### src/rtl/regfile_dump_if.sv
// ---------------------------------------------------------------------------
// regfile_dump_if
//   Word stream from the register-file dump engine to the debug/trace sink.
//
//   Handshake: a word moves on every rising clock edge where out_valid and
//   out_ready are both high. Once out_valid is high, out_valid, out_data,
//   out_addr and out_last hold steady until that handshake happens. The
//   sink may drive out_ready freely, and out_ready may depend on out_valid.
//
//   Signals:
//     out_valid  master->slave  out_data/out_addr/out_last are valid
//     out_ready  slave->master  sink accepts the word this cycle
//     out_data   master->slave  captured register value (or checksum)
//     out_addr   master->slave  register address of out_data
//     out_last   master->slave  final word of the dump
// ---------------------------------------------------------------------------
interface regfile_dump_if #(
  parameter int ADDR_W = 5,
  parameter int DATA_W = 32
);
  logic              out_valid;
  logic              out_ready;
  logic [DATA_W-1:0] out_data;
  logic [ADDR_W-1:0] out_addr;
  logic              out_last;

  modport master (
    output out_valid,
    output out_data,
    output out_addr,
    output out_last,
    input  out_ready
  );

  modport slave (
    input  out_valid,
    input  out_data,
    input  out_addr,
    input  out_last,
    output out_ready
  );
endinterface

### src/rtl/regfile_dump.sv
// ---------------------------------------------------------------------------
// regfile_dump
//   Debug read-out engine for the register file. A start pulse walks
//   addresses 0..NUM_REGS-1 through a dedicated read port, captures each
//   word and streams it out over regfile_dump_if (valid/ready).
//
//   Optional feature, macro REGFILE_DUMP_CHECKSUM_EN: an XOR accumulator of
//   all captured words is sent as one extra word (out_addr=0, out_last=1)
//   after the last register. Without the macro the stream is exactly
//   NUM_REGS words and out_last marks register NUM_REGS-1.
//
//   Ports:
//     clk        in   clock, rising edge
//     rst        in   asynchronous, active-low reset
//     start      in   single-cycle dump request, ignored unless idle
//     busy       out  dump in progress (registered)
//     done       out  one-cycle pulse after the final word handshakes
//     rd_addr    out  registered register-file read address
//     rd_data    in   combinational register-file read data for rd_addr
//     out_if     if   word stream (master side)
//     dbg_state  out  current FSM state encoding
//
//   Walk per word: READ (rd_addr stable, capture at the edge) then SEND
//   (hold until handshake). With out_ready high each word costs 2 cycles.
// ---------------------------------------------------------------------------
module regfile_dump #(
  parameter int NUM_REGS = 32,
  parameter int ADDR_W   = 5,
  parameter int DATA_W   = 32
) (
  input  logic               clk,
  input  logic               rst,
  input  logic               start,
  output logic               busy,
  output logic               done,
  output logic [ADDR_W-1:0]  rd_addr,
  input  logic [DATA_W-1:0]  rd_data,
  regfile_dump_if.master     out_if,
  output logic [2:0]         dbg_state
);

  typedef enum logic [2:0] {
    S_IDLE = 3'd0,
    S_READ = 3'd1,
    S_SEND = 3'd2,
`ifdef REGFILE_DUMP_CHECKSUM_EN
    S_CSUM = 3'd3,
`endif
    S_DONE = 3'd4
  } state_t;

  localparam logic [ADDR_W-1:0] LAST_IDX = ADDR_W'(NUM_REGS - 1);

  state_t            state_q, state_d;
  logic [ADDR_W-1:0] idx_q, idx_d;
  logic [ADDR_W-1:0] rd_addr_q, rd_addr_d;
  logic              valid_q, valid_d;
  logic [DATA_W-1:0] data_q, data_d;
  logic [ADDR_W-1:0] addr_q, addr_d;
  logic              last_q, last_d;
  logic              busy_q, busy_d;
  logic              done_q, done_d;
`ifdef REGFILE_DUMP_CHECKSUM_EN
  logic [DATA_W-1:0] acc_q, acc_d;
`endif

  logic handshake;
  assign handshake = valid_q && out_if.out_ready;

  always_comb begin
    state_d   = state_q;
    idx_d     = idx_q;
    rd_addr_d = rd_addr_q;
    valid_d   = valid_q;
    data_d    = data_q;
    addr_d    = addr_q;
    last_d    = last_q;
`ifdef REGFILE_DUMP_CHECKSUM_EN
    acc_d     = acc_q;
`endif

    case (state_q)
      S_IDLE: begin
        if (start) begin
          idx_d     = '0;
          rd_addr_d = '0;
          state_d   = S_READ;
`ifdef REGFILE_DUMP_CHECKSUM_EN
          acc_d     = '0;
`endif
        end
      end

      S_READ: begin
        data_d  = rd_data;
        addr_d  = idx_q;
        valid_d = 1'b1;
`ifdef REGFILE_DUMP_CHECKSUM_EN
        // The checksum word carries out_last, so no register does.
        last_d  = 1'b0;
        acc_d   = acc_q ^ rd_data;
`else
        last_d  = (idx_q == LAST_IDX);
`endif
        state_d = S_SEND;
      end

      S_SEND: begin
        if (handshake) begin
          valid_d = 1'b0;
          last_d  = 1'b0;
          if (idx_q != LAST_IDX) begin
            idx_d     = idx_q + ADDR_W'(1);
            rd_addr_d = idx_q + ADDR_W'(1);
            state_d   = S_READ;
          end else begin
`ifdef REGFILE_DUMP_CHECKSUM_EN
            // Load the checksum word on entry so CSUM presents it at once.
            // acc_q already includes the final register (folded in at READ).
            valid_d = 1'b1;
            data_d  = acc_q;
            addr_d  = '0;
            last_d  = 1'b1;
            state_d = S_CSUM;
`else
            state_d = S_DONE;
`endif
          end
        end
      end

`ifdef REGFILE_DUMP_CHECKSUM_EN
      S_CSUM: begin
        if (handshake) begin
          valid_d = 1'b0;
          last_d  = 1'b0;
          state_d = S_DONE;
        end
      end
`endif

      S_DONE: begin
        state_d = S_IDLE;
      end

      default: begin
        state_d = S_IDLE;
      end
    endcase

    // Status flags follow the next state so they are registered with it.
    busy_d = (state_d == S_READ) || (state_d == S_SEND)
`ifdef REGFILE_DUMP_CHECKSUM_EN
             || (state_d == S_CSUM)
`endif
             ;
    done_d = (state_d == S_DONE);
  end

  always_ff @(posedge clk or negedge rst) begin
    if (!rst) begin
      state_q   <= S_IDLE;
      idx_q     <= '0;
      rd_addr_q <= '0;
      valid_q   <= 1'b0;
      data_q    <= '0;
      addr_q    <= '0;
      last_q    <= 1'b0;
      busy_q    <= 1'b0;
      done_q    <= 1'b0;
`ifdef REGFILE_DUMP_CHECKSUM_EN
      acc_q     <= '0;
`endif
    end else begin
      state_q   <= state_d;
      idx_q     <= idx_d;
      rd_addr_q <= rd_addr_d;
      valid_q   <= valid_d;
      data_q    <= data_d;
      addr_q    <= addr_d;
      last_q    <= last_d;
      busy_q    <= busy_d;
      done_q    <= done_d;
`ifdef REGFILE_DUMP_CHECKSUM_EN
      acc_q     <= acc_d;
`endif
    end
  end

  assign busy             = busy_q;
  assign done             = done_q;
  assign rd_addr          = rd_addr_q;
  assign out_if.out_valid = valid_q;
  assign out_if.out_data  = data_q;
  assign out_if.out_addr  = addr_q;
  assign out_if.out_last  = last_q;
  assign dbg_state        = state_q;

endmodule

### src/flat_wrapper.sv
// flat-port wrapper written by rule: the top's interface ports become plain ports
module regfile_dump_flat 
#(
  parameter int NUM_REGS = 32,
  parameter int ADDR_W   = 5,
  parameter int DATA_W   = 32
)
  (clk, rst, start, busy, done, rd_addr, rd_data, dbg_state, out_if_out_valid, out_if_out_data, out_if_out_addr, out_if_out_last, out_if_out_ready);
  regfile_dump_if #(.ADDR_W(ADDR_W), .DATA_W(DATA_W)) out_if_i ();
  input  logic clk;
  input  logic rst;
  input  logic start;
  output logic busy;
  output logic done;
  output logic [ADDR_W-1:0] rd_addr;
  input  logic [DATA_W-1:0] rd_data;
  output logic [2:0] dbg_state;
  output wire logic [$bits(out_if_i.out_valid)-1:0] out_if_out_valid;
  output wire logic [$bits(out_if_i.out_data)-1:0] out_if_out_data;
  output wire logic [$bits(out_if_i.out_addr)-1:0] out_if_out_addr;
  output wire logic [$bits(out_if_i.out_last)-1:0] out_if_out_last;
  input wire logic [$bits(out_if_i.out_ready)-1:0] out_if_out_ready;
  assign out_if_out_valid = out_if_i.out_valid;
  assign out_if_out_data = out_if_i.out_data;
  assign out_if_out_addr = out_if_i.out_addr;
  assign out_if_out_last = out_if_i.out_last;
  assign out_if_i.out_ready = out_if_out_ready;
  regfile_dump #(.NUM_REGS(NUM_REGS), .ADDR_W(ADDR_W), .DATA_W(DATA_W)) u_core (.clk(clk), .rst(rst), .start(start), .busy(busy), .done(done), .rd_addr(rd_addr), .rd_data(rd_data), .out_if(out_if_i), .dbg_state(dbg_state));
endmodule
### config.mk
export PLATFORM = sky130hd
export DESIGN_NAME = regfile_dump_flat
export DESIGN_NICKNAME = d
export VERILOG_FILES = /design/src/rtl/regfile_dump_if.sv /design/src/rtl/regfile_dump.sv /design/src/flat_wrapper.sv
export SDC_FILE = /design/constraint.sdc
export NUM_CORES = 1
export LEC_CHECK = 0
export ABC_AREA = 0
export BUFFER_PORTS_ARGS = -buffer_cell sky130_fd_sc_hd__buf_4
export CAP_MARGIN = 25
export CORE_MARGIN = 2
export CORE_UTILIZATION = 47
export DETAILED_ROUTE_END_ITERATION = 6
export MAX_ROUTING_LAYER = met4
export PLACE_DENSITY = 0.85
export SYNTH_ARGS = -nofsm -noshare
export SYNTH_HDL_FRONTEND = slang
export SYNTH_SLANG_ARGS = --single-unit
### constraint.sdc
create_clock -name clk -period 2.8 [get_ports clk]
set_clock_uncertainty 0.05 [all_clocks]
set_input_delay 0.56 -clock clk [delete_from_list [all_inputs] [get_ports clk]]
set_output_delay 0.56 -clock clk [all_outputs]
set_load 0.02 [all_outputs]
# Word-level counts from Yosys, hierarchy flattened
# Index checks and enable logic that the tools add are counted.
dict set report classes {
  add_sub_neg 1
  n_eq_ne 10
  mux 11
  n_reduce_logical 7
}
# operator count
set op_table {}
lappend op_table {{2-to-1 mux 5 bit} 3}
lappend op_table {{one-hot mux 5 bit (2 select lines)} 1}
lappend op_table {{2-to-1 mux 3 bit} 3}
lappend op_table {{one-hot mux 3 bit (3 select lines)} 1}
lappend op_table {{equality test 3 x 1 -> 1 bit, second input constant} 2}
lappend op_table {{equality test 3 x 2 -> 1 bit, second input constant} 2}
lappend op_table {{adder 5 x 1 -> 5 bit, second input constant} 1}
lappend op_table {{equality test 5 bit, second input constant} 1}
lappend op_table {{!= test 5 bit, second input constant} 1}
lappend op_table {{!= test 2 x 1 -> 1 bit, second input constant} 2}
lappend op_table {{one-hot mux 1 bit (2 select lines)} 2}
lappend op_table {{AND reduction 4 bit} 1}
lappend op_table {{nonzero test 2 bit} 2}
lappend op_table {{equality test 3 bit, second input constant} 1}
lappend op_table {{logical NOT 3 bit} 1}
lappend op_table {{!= test 2 bit, second input constant} 1}
lappend op_table {{AND reduction 2 bit} 1}
lappend op_table {{logical AND 1 bit} 1}
lappend op_table {{logical OR 1 bit} 1}
lappend op_table {{2-to-1 mux 1 bit} 1}
dict set report totals {
  register_bits 49
  in_bits 36
  output_inout_bits 49
  word_cells 37
}

# Depth between registers and ports, before layout
dict set report logic_depth {
  depth_word 6
  mapped_depth 6
  mapped_depth_nobuf 6
}

# Worst setup path before layout
# Ideal clock, no wire load.
dict set report synth_path {
  path_type {register -> register}
  startpoint {register u_core.idx_q[0]}
  endpoint {register u_core.idx_q[3]}
  setup_ns 0.078
  arrival_ns 2.026
  slack_ns 0.646
  path_stages_with_launch 7
  path_buffers 0
  period_less_slack_ns 2.154
  cell_sequence {dfrtp_1 -> ha_1 -> and3_1 -> ha_1 -> a211o_1 -> or4_1 -> a21boi_1}
}
dict set report synth_between {
  elab_chain_cells 4
  elab_cells_between_ends 7
  classes_between {add/sub (1); eq/ne (2); mux (3); reduce/logical (1)}
}
# item line_no
set synth_rtl {}
lappend synth_rtl {{from (decl)} regfile_dump.sv:55} ;# logic [ADDR_W-1:0] idx_q, idx_d;
lappend synth_rtl {{from (signal assigned)} regfile_dump.sv:176} ;# idx_q <= idx_d;
lappend synth_rtl {{adder 5 x 1 -> 5 bit} regfile_dump.sv:113} ;# idx_d = idx_q + ADDR_W'(1);
lappend synth_rtl {{2-to-1 mux 5 bit} regfile_dump.sv:112} ;# if (idx_q != LAST_IDX) begin
lappend synth_rtl {{2-to-1 mux 5 bit} regfile_dump.sv:109} ;# if (handshake) begin
lappend synth_rtl {{one-hot mux 5 bit (2 select lines)} regfile_dump.sv:82} ;# case (state_q)
# Parallel ways exist; a longest one is shown, timed or not. The select of a mux whose other input is x is not followed.
# A chain may end at the register's enable or synchronous reset.

# Final worst setup path
# Same ends and word-level chain as after synthesis.

==> results.md <==
* Mapped cell area at ~0.002 mm2
* Run status: finished clean
* Area Overhead vs Synth at 37.3%
* Root Buffer: clkbuf_8
* CTS tree: yes
* Setup TNS at 0 ns
* Seq/Total Area, Yosys at between 60 and 70%
* Vias in the first global route at ~1,300
* Die Ht at between 60 and 70 um
* Post-Route WL at a little over 4 mm
* Clock Tree Buf Depth at 2
* Clk Latency, worst-skew pair at approximately 0.29 ns
* Rel. slew slack at approximately three fifths
* Final #Nets at 259
* Post-cts gate resize count at 0
* Crit path top cell by count: ha_1
* Post-synth EDFFs at 0
* Critical Path Max Stage Delay at 0.51 ns
* Fin. Hold Viols at 0
* Max-cap violations at 0
* Number of clock sinks at between 40 and 50
* VDD IR-drop max at 0.576 mV
* P_leak at 1.33 nW
* Synth Warn # at 0
* Maximum fanout along the worst path at 5
* Critical path data arrival time at between 2 and 2.5 ns
* Die Area at 0.00472 mm2
* WP data required at slightly below 3 ns
* CTS Buf Count at 5
* First-pass detailed-route iteration total at 4
* Reg-to-reg slack, setup at around 0.65 ns
* Initial core utilization at a little under 50%
* Fin crit share at about three quarters
* Layout cells sized above 1 at 49.1%
* Antenna violations before repair at 0
* Avg WL per Cell at roughly 15 um
* Avg Inst Size Synth at 14.6 um2
* Setup crit end kind: flip-flop
* Min-Delay Path Class: input port to asynchronous set/reset pin
* Grt total ovfl at 0
* Fin. max-slew vios at 0
* First-pass GRT wire length at 6.01 mm
* Final Setup Violations at 0
* Synth cell types at 28
* Total chip power at a little over 0.003 W
* RSZ-0062 raised after global routing: false
* Reg clk slew, reported paths at 0.08 ns
* Worst-path cell chain: ha_1 > and3_1 > ha_1 > a211o_1 > or4_1 > a21boi_1
* Fmax at 465 MHz
* Vias at roughly 1,400
* Startpoint types: flip-flop
* Cts hold-fix bufs at 0
* Row count at 23
* Post-route ant nets at 0
* Initial DRC count at roughly 110
* Yosys reg bits at 49
* Top FF cell, synth: dfrtp_1
* Crit path max-delay family: simple AND/OR/NAND/NOR gates
* Input/output buffers at 84
* CORE AREA at between 0.004 and 0.005 mm2
* Measured slew at the worst slew-check pin at roughly 0.60 ns
* Worst R2R Start: u_core.idx_q[0]
* Routability cong. at roughly 0.77
* Crit path depth at 6
* Pwr dens at 1120 mW/mm2
* Critical path class: flip-flop to flip-flop
* All-Layer GR Usage at 18.1%
* Number of diodes at 0
* Mapped Cells at ~140
* Tmin final at approximately 2.2 ns
* Register-to-Register Path Depth at 6
* Slowest CP cell: or4_1
* Vias/cell at 5.19
* Syn_nets at around 170
* Worst r2r dst: u_core.idx_q[3]
* Detailed Place HPWL at 2.96 mm
* Die width at between 60 and 70 um
* Largest net degree at the start of global routing at 50
* CP Buf/Inv Count at 0
* Async S/R FF share, synth at between 90% and 100%
* CTS H-Tree Depth at 2
* I/O pin cnt at 85
* Post-CTS setup buffers at 0
* DRC at 0
[layout make-up]
cell class	instances	area, um2
multi-input combinational	76	682
clock buffer	8	80.1
fill	303	1330
timing repair buffer	85	638
sequential	49	1230
inverter	4	15.0
tap	50	62.6
[stage by stage]
stage	util (%)	cells	worst slack (ns)	area [um2]	hold slack (ns)
detailed placement	65.1	264	0.654	2620	0.430
CTS	67.1	272	0.633	2700	0.241
global route	67.1	272	0.538	2700	0.266
finish	67.1	272	0.648	2700	0.225
floorplan	-	135	0.646	1970	0.214
global placement	65.1	264	0.701	2620	0.419
[synth_stat cells, types with 2 or more instances]
| cell | number | area [um2] |
|---|---|---|
| a21boi_1 | 2 | 15.0 |
| a21oi_1 | 3 | 15.0 |
| a22o_1 | 2 | 17.5 |
| buf_2 | 2 | 10.0 |
| buf_6 | 3 | 33.8 |
| dfrtp_1 | 49 | 1230 |
| ha_1 | 2 | 25.0 |
| inv_1 | 3 | 11.3 |
| mux2_1 | 21 | 236 |
| mux2_2 | 17 | 191 |
| nand2_1 | 2 | 7.51 |
| nand2b_1 | 3 | 18.8 |
| nand3_1 | 3 | 15.0 |
| nor2_1 | 3 | 11.3 |
| nor4_1 | 3 | 18.8 |
| o211ai_1 | 2 | 15.0 |
| o21ai_0 | 2 | 10.0 |
| o31ai_1 | 2 | 15.0 |
| or4_1 | 2 | 15.0 |
[logic make-up after synthesis]
kind of cell,synth area share (%)
flops,62.3
mux,21.7
simple gates,5.27
compound gates,6.10
buf+inv,3.37
fa+ha+maj,1.27
[registers in the layout, indices dropped and copies added, names as in the netlist]
signal and count:
u_core.busy 1, u_core.dbg_state 3, u_core.done 1, u_core.idx_q 5
u_core.out_if.out_addr 5, u_core.out_if.out_data 32, u_core.out_if.out_last 1, u_core.out_if.out_valid 1
[per-layer routing]
metal	wire length, um	track usage, %	part of all wire, %
met1	1620	20.5	40
met2	1920	29.8	48
met3	460	7.14	11
met4	28	5.15	0.69
met5	0	-	0
[worst register-to-register path, stage by stage, from the launching register on]
cell and delay (ns):
dfrtp_1 0.43, ha_1 0.22, and3_1 0.19, ha_1 0.21, a211o_1 0.35, or4_1 0.51, a21boi_1 0.14
[placed cells by master, fill, tap and decap left out, types with 3 or more instances in the layout]
master	n
buf_4	85
a21oi_1	3
nand2b_1	3
clkbuf_1	3
mux2_1	21
nand3_1	3
nor4_1	3
clkbuf_8	5
mux2_2	17
nor2_1	3
inv_1	3
dfrtp_1	49
[worst max-delay path by stage]
stage / startpoint / end
floorplan: u_core.idx_q[0] / u_core.idx_q[3]
global placement: u_core.idx_q[0] / u_core.idx_q[3]
detailed placement: u_core.idx_q[0] / u_core.idx_q[3]
CTS: u_core.idx_q[0] / u_core.idx_q[3]
global route: u_core.idx_q[0] / u_core.idx_q[2]
finish: u_core.idx_q[0] / u_core.idx_q[3]
[power breakdown]
| part | switching [W] | leakage [nW] | internal [W] |
|---|---|---|---|
| registers | 0.000194 | 0.604 | 0.00100 |
| clock network | 0.000210 | 0.0395 | 0.000178 |
| logic | 0.000743 | 0.685 | 0.000703 |
| total | 0.00115 | 1.33 | 0.00189 |
Note: power is estimated with default switching activity, not from simulation.
